===== config.mk =====
export PLATFORM = sky130hd
export DESIGN_NAME = dmem_mmio
export DESIGN_NICKNAME = d
export VERILOG_FILES = /design/src/rtl/dmem_mmio_pkg.sv /design/src/rtl/uart_tx_serializer.sv /design/src/rtl/dmem_mmio.sv
export SDC_FILE = /design/constraint.sdc
export NUM_CORES = 2
export LEC_CHECK = 0
export ABC_AREA = 1
export ABC_CLOCK_PERIOD_IN_PS = 4400
export CORE_MARGIN = 8
export CORE_UTILIZATION = 50
export CTS_CLUSTER_DIAMETER = 120
export DETAILED_ROUTE_END_ITERATION = 10
export PLACE_DENSITY = 0.78
export SYNTH_ARGS = -nofsm -noshare
export SYNTH_HDL_FRONTEND = slang
export SYNTH_HIERARCHICAL = 1
export SYNTH_SLANG_ARGS = --single-unit

===== constraint.sdc =====
create_clock -name clk -period 4.4 [get_ports clk]
set_input_delay 0.66 -clock clk [delete_from_list [all_inputs] [get_ports clk]]
set_output_delay 0.66 -clock clk [all_outputs]
set_load 0.02 [all_outputs]

===== src/rtl/dmem_mmio_pkg.sv =====
// dmem_mmio_pkg: shared constants and types for the data-memory / MMIO responder.
// Latency: n/a (declarations only).
// Backpressure: n/a.
package dmem_mmio_pkg;

  // Address nibble DataAdr[31:28] that selects the MMIO window
  localparam logic [3:0] MMIO_BASE = 4'hF;

  // MMIO register offsets, taken from DataAdr[3:2]
  localparam logic [1:0] REG_TXDATA   = 2'd0;
  localparam logic [1:0] REG_STATUS   = 2'd1;
  localparam logic [1:0] REG_STORECNT = 2'd2;

  // STATUS register bit positions
  localparam int ST_FULL    = 0;
  localparam int ST_EMPTY   = 1;
  localparam int ST_ACTIVE  = 2;
  localparam int ST_OVF     = 3;
  localparam int ST_CNT_LSB = 8;

  // UART serializer states
  typedef enum logic [2:0] {
    S_IDLE,
    S_START,
    S_DATA,
    S_PARITY,
    S_STOP
  } ser_state_e;

endpackage


===== src/rtl/uart_tx_serializer.sv =====
// uart_tx_serializer: turns bytes into UART frames (start, 8 data LSB first, optional parity, stop).
// Latency: a byte accepted on edge N drives the start bit from edge N; uart_tx is registered.
// Backpressure: in_rdy only when idle or on the last stop cycle, so frames run back to back.
// Build option: DMEM_MMIO_PARITY_EN inserts an even-parity bit between data and stop.
module uart_tx_serializer
  import dmem_mmio_pkg::*;
#(
  parameter int CLKS_PER_BIT = 4
) (
  input  logic       clk,
  input  logic       reset,
  input  logic       in_vld,
  input  logic [7:0] in_dat,
  output logic       in_rdy,
  output logic       uart_tx,
  output logic       line_active
);

  localparam int BW = (CLKS_PER_BIT > 1) ? $clog2(CLKS_PER_BIT) : 1;
  localparam logic [BW-1:0] BAUD_LAST = BW'(CLKS_PER_BIT - 1);

  ser_state_e     state_q, state_d;
  logic [BW-1:0]  baud_q, baud_d;
  logic [2:0]     bit_q, bit_d;
  logic [7:0]     shift_q, shift_d;
  logic           tx_q, tx_d;
  logic           baud_last;
`ifdef DMEM_MMIO_PARITY_EN
  logic           par_q, par_d;
`endif

  assign baud_last   = (baud_q == BAUD_LAST);
  assign in_rdy      = (state_q == S_IDLE) || ((state_q == S_STOP) && baud_last);
  assign uart_tx     = tx_q;
  assign line_active = (state_q != S_IDLE);

  // Next-state logic: tx_d is the line level for the state being entered, so the pin is a flop
  always_comb begin
    state_d = state_q;
    baud_d  = '0;
    bit_d   = bit_q;
    shift_d = shift_q;
    tx_d    = tx_q;
`ifdef DMEM_MMIO_PARITY_EN
    par_d   = par_q;
`endif
    if ((state_q != S_IDLE) && !baud_last) begin
      baud_d = baud_q + BW'(1);
    end
    case (state_q)
      S_IDLE: begin
        if (in_vld) begin
          state_d = S_START;
          shift_d = in_dat;
          tx_d    = 1'b0;
`ifdef DMEM_MMIO_PARITY_EN
          par_d   = ^in_dat;
`endif
        end
      end
      S_START: begin
        if (baud_last) begin
          state_d = S_DATA;
          bit_d   = 3'd0;
          tx_d    = shift_q[0];
        end
      end
      S_DATA: begin
        if (baud_last) begin
          if (bit_q == 3'd7) begin
`ifdef DMEM_MMIO_PARITY_EN
            state_d = S_PARITY;
            tx_d    = par_q;
`else
            state_d = S_STOP;
            tx_d    = 1'b1;
`endif
          end else begin
            bit_d   = bit_q + 3'd1;
            shift_d = {1'b0, shift_q[7:1]};
            tx_d    = shift_q[1];
          end
        end
      end
      S_PARITY: begin
        if (baud_last) begin
          state_d = S_STOP;
          tx_d    = 1'b1;
        end
      end
      S_STOP: begin
        if (baud_last) begin
          if (in_vld) begin
            state_d = S_START;
            shift_d = in_dat;
            tx_d    = 1'b0;
`ifdef DMEM_MMIO_PARITY_EN
            par_d   = ^in_dat;
`endif
          end else begin
            state_d = S_IDLE;
            tx_d    = 1'b1;
          end
        end
      end
      default: begin
        state_d = S_IDLE;
        tx_d    = 1'b1;
      end
    endcase
  end

  // State register; reset abandons any frame and parks the line high
  always_ff @(posedge clk) begin
    if (reset) begin
      state_q <= S_IDLE;
      baud_q  <= '0;
      bit_q   <= '0;
      shift_q <= '0;
      tx_q    <= 1'b1;
`ifdef DMEM_MMIO_PARITY_EN
      par_q   <= 1'b0;
`endif
    end else begin
      state_q <= state_d;
      baud_q  <= baud_d;
      bit_q   <= bit_d;
      shift_q <= shift_d;
      tx_q    <= tx_d;
`ifdef DMEM_MMIO_PARITY_EN
      par_q   <= par_d;
`endif
    end
  end

endmodule


===== src/rtl/dmem_mmio.sv =====
// dmem_mmio: data RAM plus an MMIO window whose TXDATA stores are queued and sent on a UART line.
// Latency: loads are combinational from DataAdr; stores, pushes and counters update on the clk edge.
// Backpressure: none toward the CPU; a TXDATA push into a full FIFO is dropped and sets sticky overflow.
// Build option: define DMEM_MMIO_PARITY_EN for 8E1 frames instead of 8N1.
module dmem_mmio
  import dmem_mmio_pkg::*;
#(
  parameter int MEM_WORDS    = 64,
  parameter int FIFO_DEPTH   = 8,
  parameter int CLKS_PER_BIT = 4
) (
  input  logic        clk,
  input  logic        reset,
  input  logic        MemWrite,
  input  logic [31:0] DataAdr,
  input  logic [31:0] WriteData,
  output logic [31:0] ReadData,
  output logic        uart_tx,
  output logic        tx_busy
);

  localparam int AW = $clog2(MEM_WORDS);
  localparam int PW = $clog2(FIFO_DEPTH);
  localparam int CW = PW + 1;

  logic [31:0]   ram_q [MEM_WORDS];
  logic [7:0]    fifo_q [FIFO_DEPTH];
  logic [PW-1:0] wr_ptr_q, wr_ptr_d;
  logic [PW-1:0] rd_ptr_q, rd_ptr_d;
  logic [CW-1:0] count_q, count_d;
  logic          ovf_q, ovf_d;
  logic [31:0]   storecnt_q, storecnt_d;

  logic          sel_mmio;
  logic [1:0]    reg_off;
  logic [AW-1:0] ram_idx;
  logic          ram_we, push_req, push, pop, full, empty, status_wr;
  logic          ser_rdy, line_active;
  logic [31:0]   status;
  logic          unused_adr;

  assign sel_mmio   = (DataAdr[31:28] == MMIO_BASE);
  assign reg_off    = DataAdr[3:2];
  assign ram_idx    = DataAdr[AW+1:2];
  // Upper RAM bits alias and the byte offset is ignored
  assign unused_adr = ^{DataAdr[27:AW+2], DataAdr[1:0]};

  assign ram_we     = MemWrite && !sel_mmio;
  assign push_req   = MemWrite && sel_mmio && (reg_off == REG_TXDATA);
  assign status_wr  = MemWrite && sel_mmio && (reg_off == REG_STATUS);
  assign full       = (count_q == CW'(FIFO_DEPTH));
  assign empty      = (count_q == '0);
  // Full check uses the registered count, so a same-cycle pop never rescues a push
  assign push       = push_req && !full;
  assign pop        = ser_rdy && !empty;
  assign tx_busy    = line_active || !empty;

  // FIFO/overflow/store-counter next state
  always_comb begin
    wr_ptr_d   = wr_ptr_q;
    rd_ptr_d   = rd_ptr_q;
    count_d    = count_q;
    ovf_d      = ovf_q;
    storecnt_d = storecnt_q;
    if (push) wr_ptr_d = wr_ptr_q + PW'(1);
    if (pop)  rd_ptr_d = rd_ptr_q + PW'(1);
    if (push && !pop) begin
      count_d = count_q + CW'(1);
    end else if (pop && !push) begin
      count_d = count_q - CW'(1);
    end
    if (push_req && full) begin
      ovf_d = 1'b1;
    end else if (status_wr) begin
      ovf_d = 1'b0;
    end
    if (ram_we) storecnt_d = storecnt_q + 32'd1;
  end

  // Control registers; reset empties the FIFO and clears counters
  always_ff @(posedge clk) begin
    if (reset) begin
      wr_ptr_q   <= '0;
      rd_ptr_q   <= '0;
      count_q    <= '0;
      ovf_q      <= 1'b0;
      storecnt_q <= '0;
    end else begin
      wr_ptr_q   <= wr_ptr_d;
      rd_ptr_q   <= rd_ptr_d;
      count_q    <= count_d;
      ovf_q      <= ovf_d;
      storecnt_q <= storecnt_d;
    end
  end

  // Storage arrays: RAM survives reset, FIFO slots are only meaningful under count
  always_ff @(posedge clk) begin
    if (ram_we) ram_q[ram_idx] <= WriteData;
    if (push)   fifo_q[wr_ptr_q] <= WriteData[7:0];
  end

  // STATUS word assembled from registered state only
  always_comb begin
    status                     = '0;
    status[ST_FULL]            = full;
    status[ST_EMPTY]           = empty;
    status[ST_ACTIVE]          = line_active;
    status[ST_OVF]             = ovf_q;
    status[ST_CNT_LSB +: 8]    = {{(8-CW){1'b0}}, count_q};
  end

  // Load path: combinational so a single-cycle lw sees data in the same cycle
  always_comb begin
    ReadData = ram_q[ram_idx];
    if (sel_mmio) begin
      case (reg_off)
        REG_STATUS:   ReadData = status;
        REG_STORECNT: ReadData = storecnt_q;
        default:      ReadData = '0;
      endcase
    end
  end

  uart_tx_serializer #(
    .CLKS_PER_BIT(CLKS_PER_BIT)
  ) u_ser (
    .clk        (clk),
    .reset      (reset),
    .in_vld     (!empty),
    .in_dat     (fifo_q[rd_ptr_q]),
    .in_rdy     (ser_rdy),
    .uart_tx    (uart_tx),
    .line_active(line_active)
  );

endmodule


==> run metrics <==
run status completed; Relative slew margins 0.161; syn nets 9267; library cell used as clock root buffer sky130_fd_sc_hd__clkbuf_16; final wirelength 260000 um; part of the cycle the worst path needs 0.959; via count of the first global-routing pass 63400; horizontal extent of the die 447 um; Initial DRT Pass Iterations 8; Critical Path Slowest Stage Cell sky130_fd_sc_hd__clkdlybuf4s50_1; yosys warns 6; share of the synthesized area in the top cell type 0.683; number of buffers inserted by post-CTS setup repair 0; post-route setup TNS 0 ns; starting density of the core 0.502; pin count of the biggest net entering global routing 94; main flop type after synthesis sky130_fd_sc_hd__edfxtp_1; async set-reset flop share out of synthesis 0; count leader, synth sky130_fd_sc_hd__nand2_1; number of buffers inserted during clock tree synthesis 198; class of the tightest hold or removal check primary input to register; worst hold-check slack 0.0914 ns; Crit path largest cell delay 0.62 ns; fraction of layout instances using a drive strength above 1 0.0741; detailed-route via count 66000; static leakage roughly 0.043 uW; site row count 158; area growth from synthesis to final layout 12.2%; DRC marker count from the first detailed-route iteration between 8000 and 9000; number of I/O port buffers just under 80; maximum fanout along the worst path 63; Max Freq 237 MHz; count of distinct cell types in the synthesized netlist 41; count of hold-fix buffers inserted at cts 0; WL/cell 21.7 um; cells traversed along the worst timing path buf_8 -> buf_12 -> buf_12 -> buf_4 -> nand2_1 -> nand2_1 -> nand2_1 -> nand2_1 -> nand2_1 -> nand2_1 -> nand2_1 -> nand2_1 -> nor2_1 -> nand2_1 -> nand2_1 -> nand2_1 -> clkdlybuf4s50_1; Worst Setup Start Kind primary input; Cell Area, Synth about 0.093 sq mm; RSZ-0062 raised after global routing false; Final Max Slew Viols 0; Synth Register Bits 2175; Cell Pwr Density 425 mW/mm^2; top cell types by occurrence after synthesis 5862 x sky130_fd_sc_hd__nand2_1, 2112 x sky130_fd_sc_hd__edfxtp_1, 270 x sky130_fd_sc_hd__nor2_1; wire length of the first global-routing pass between 300000 and 400000 um; average cell area after synthesis roughly 10 sq um; Final HPWL DP approximately 150000 um; cell family with most CP delay buffers and inverters; via/cell ratio 5.52; Yosys top cell by area sky130_fd_sc_hd__edfxtp_1; height of the die 447 um; Period minus WS final 4.22 ns; GP Congestion 0.911; remaining routing DRC violations 0; Worst Setup Path Type primary input to output pin; final setup fails 0; placeable core area 0.185 sq mm; endpoints failing hold 0; Bufs on Longest Clock Path 3; transition time at the pin with the least slew margin 1.26 ns; Resized Gates After CTS 0; sequential share of the synthesized area 0.697; Post-synth EDFFs 2112; required time reported for the critical path endpoint 3.74 ns; Worst-Skew Late Latency 0.84 ns; synth top area cells sky130_fd_sc_hd__edfxtp_1 68%, sky130_fd_sc_hd__nand2_1 24%, sky130_fd_sc_hd__dfxtp_1 1.4%, sky130_fd_sc_hd__buf_6 1.1%, sky130_fd_sc_hd__nor2_1 1.1%; initial antenna violation count 12; gate count after technology mapping approximately 9200; Data arrival, critical path ~3.6 ns; global router's overall resource usage 0.253; Layout Skew 0.0187 ns; clock-pin slew on the worst setup and hold paths about 0.06 ns; total number of H-tree levels 4; GR Overflow Total 0; NumNets Final ~9400; die area approximately 0.2 sq mm; Top-Level Pins 101; Most Frequent Cell on Critical Path sky130_fd_sc_hd__nand2_1; FILL cells 14300; count of nets left with antenna violations after detail routing 0; clock sink count 2175; CTS tree yes; endpoint kind of the worst setup timing path output pin; number of max-cap violations 0; worst vdd ir 0.000423 V; WP buf/inv 5
kinds of logic after synthesis:
group	Yosys count	share of synthesized area
AOI/OAI and AO/OA	137	0.00789
xor gates and xnor gates	6	0.000566
adders and majority gates	13	0.00183
buffers and inverters	556	0.0337
DFF	2175	0.697
and+or+nand+nor	6300	0.259
layout by cell type, fill, tap and decap left out, drive strengths merged:
master	Yosys	layout
nand4	35	35
diode	0	8
edfxtp	2112	2112
nand2	5865	5865
a31oi	8	8
a211oi	2	2
xor2	4	4
nand3	84	84
or2	7	7
nor2	275	275
nor3	32	32
nand3b	1	1
o21ai	69	69
a21boi	1	1
xnor2	2	2
a21oi	39	39
clkinv	1	95
clkbuf	93	239
inv	107	116
o211ai	4	4
o31ai	1	1
clkdlybuf4s50	0	43
fa	1	1
bufinv	0	24
nor3b	1	1
buf	355	323
o22ai	13	13
clkinvlp	0	3
ha	12	12
dfxtp	63	63
report_power, final:
| group | total [uW] | switching (uW) | internal (uW) | leakage (uW) |
|---|---|---|---|---|
| clock network | 17300 | 7570 | 9740 | 0.00317 |
| logic | 3920 | 2860 | 1070 | 0.0203 |
| registers | 23000 | 120 | 22900 | 0.0195 |
| total | 44300 | 10500 | 33700 | 0.0430 |
state kept, by name, indices dropped and copies added (netlist names), 2 cells and up, named ones only:
signal / cells
count_q: 4
fifo_q: 64
ram_q: 2048
rd_ptr_q: 3
storecnt_q: 32
u_ser/baud_q: 2
u_ser/bit_q: 3
u_ser/shift_q: 8
u_ser/state_q: 3
wr_ptr_q: 3
layout make-up:
type	instances	area [sq um]	area share
flip-flops and latches	2175	64700	0.621
multi-input cells	6456	25500	0.245
clock buffers	239	5130	0.0493
repair buffers	366	3850	0.0370
well taps	2480	3100	0.0298
clock inverters	130	1350	0.0129
inverters	108	428	0.00411
diodes	8	20.0	0.000192
metal layers:
| metal | vias to the layer above | share of wire | wire length [um] | track usage |
|---|---|---|---|---|
| met5 | - | 0.00022 | 57 | 0 |
| met4 | 10 | 0.064 | 16500 | 0.147 |
| met3 | 711 | 0.12 | 31600 | 0.0525 |
| met2 | 4193 | 0.46 | 119000 | 0.403 |
| met1 | 31000 | 0.35 | 92000 | 0.321 |
| li1 | 30000 | - | - | - |
per-stage QoR:
step	instance area, sq um	total power (uW)	worst slack, ns	util	std cells
3_3_place_gp	97600	27200	0.230	0.528	11600
2_1_floorplan	92800	25700	1.03	-	9187
3_5_place_dp	97600	27300	0.191	0.528	11600
5_1_grt	104000	45500	0.0277	0.563	12000
4_1_cts	104000	44300	0.212	0.563	12000
6_report	104000	44300	0.179	0.563	12000
worst register-to-register path, cell delays in order, from the launching register on:
cell	delay, ns
sky130_fd_sc_hd__dfxtp_1	0.37
sky130_fd_sc_hd__nor3_1	0.39
sky130_fd_sc_hd__nand2_1	0.23
sky130_fd_sc_hd__nand2_1	0.20
sky130_fd_sc_hd__ha_1	0.21
sky130_fd_sc_hd__inv_1	0.09
sky130_fd_sc_hd__ha_1	0.28
sky130_fd_sc_hd__nand2_1	0.07
sky130_fd_sc_hd__nand2_1	0.04
sky130_fd_sc_hd__a21oi_1	0.16
sky130_fd_sc_hd__nor2_1	0.06
sky130_fd_sc_hd__nor2_1	0.08
sky130_fd_sc_hd__nand2_1	0.07
sky130_fd_sc_hd__o21ai_0	0.14
sky130_fd_sc_hd__a21oi_1	0.06
path summary, 6_finish.rpt:
| check | endpoint | slack (ns) | from | cells past startpoint |
|---|---|---|---|---|
| worst min-delay path | ram_q[56][8] | 0.09 | WriteData[8] | 1 |
| worst max register to register | count_q[3] | 1.84 | count_q[1] | 14 |
| worst min register to register | u_ser/baud_q[0] | 0.43 | u_ser/baud_q[0] | 1 |
| worst max-delay path | ReadData[21] | 0.18 | DataAdr[2] | 17 |
No activity file was read; power rests on OpenSTA's default activity.
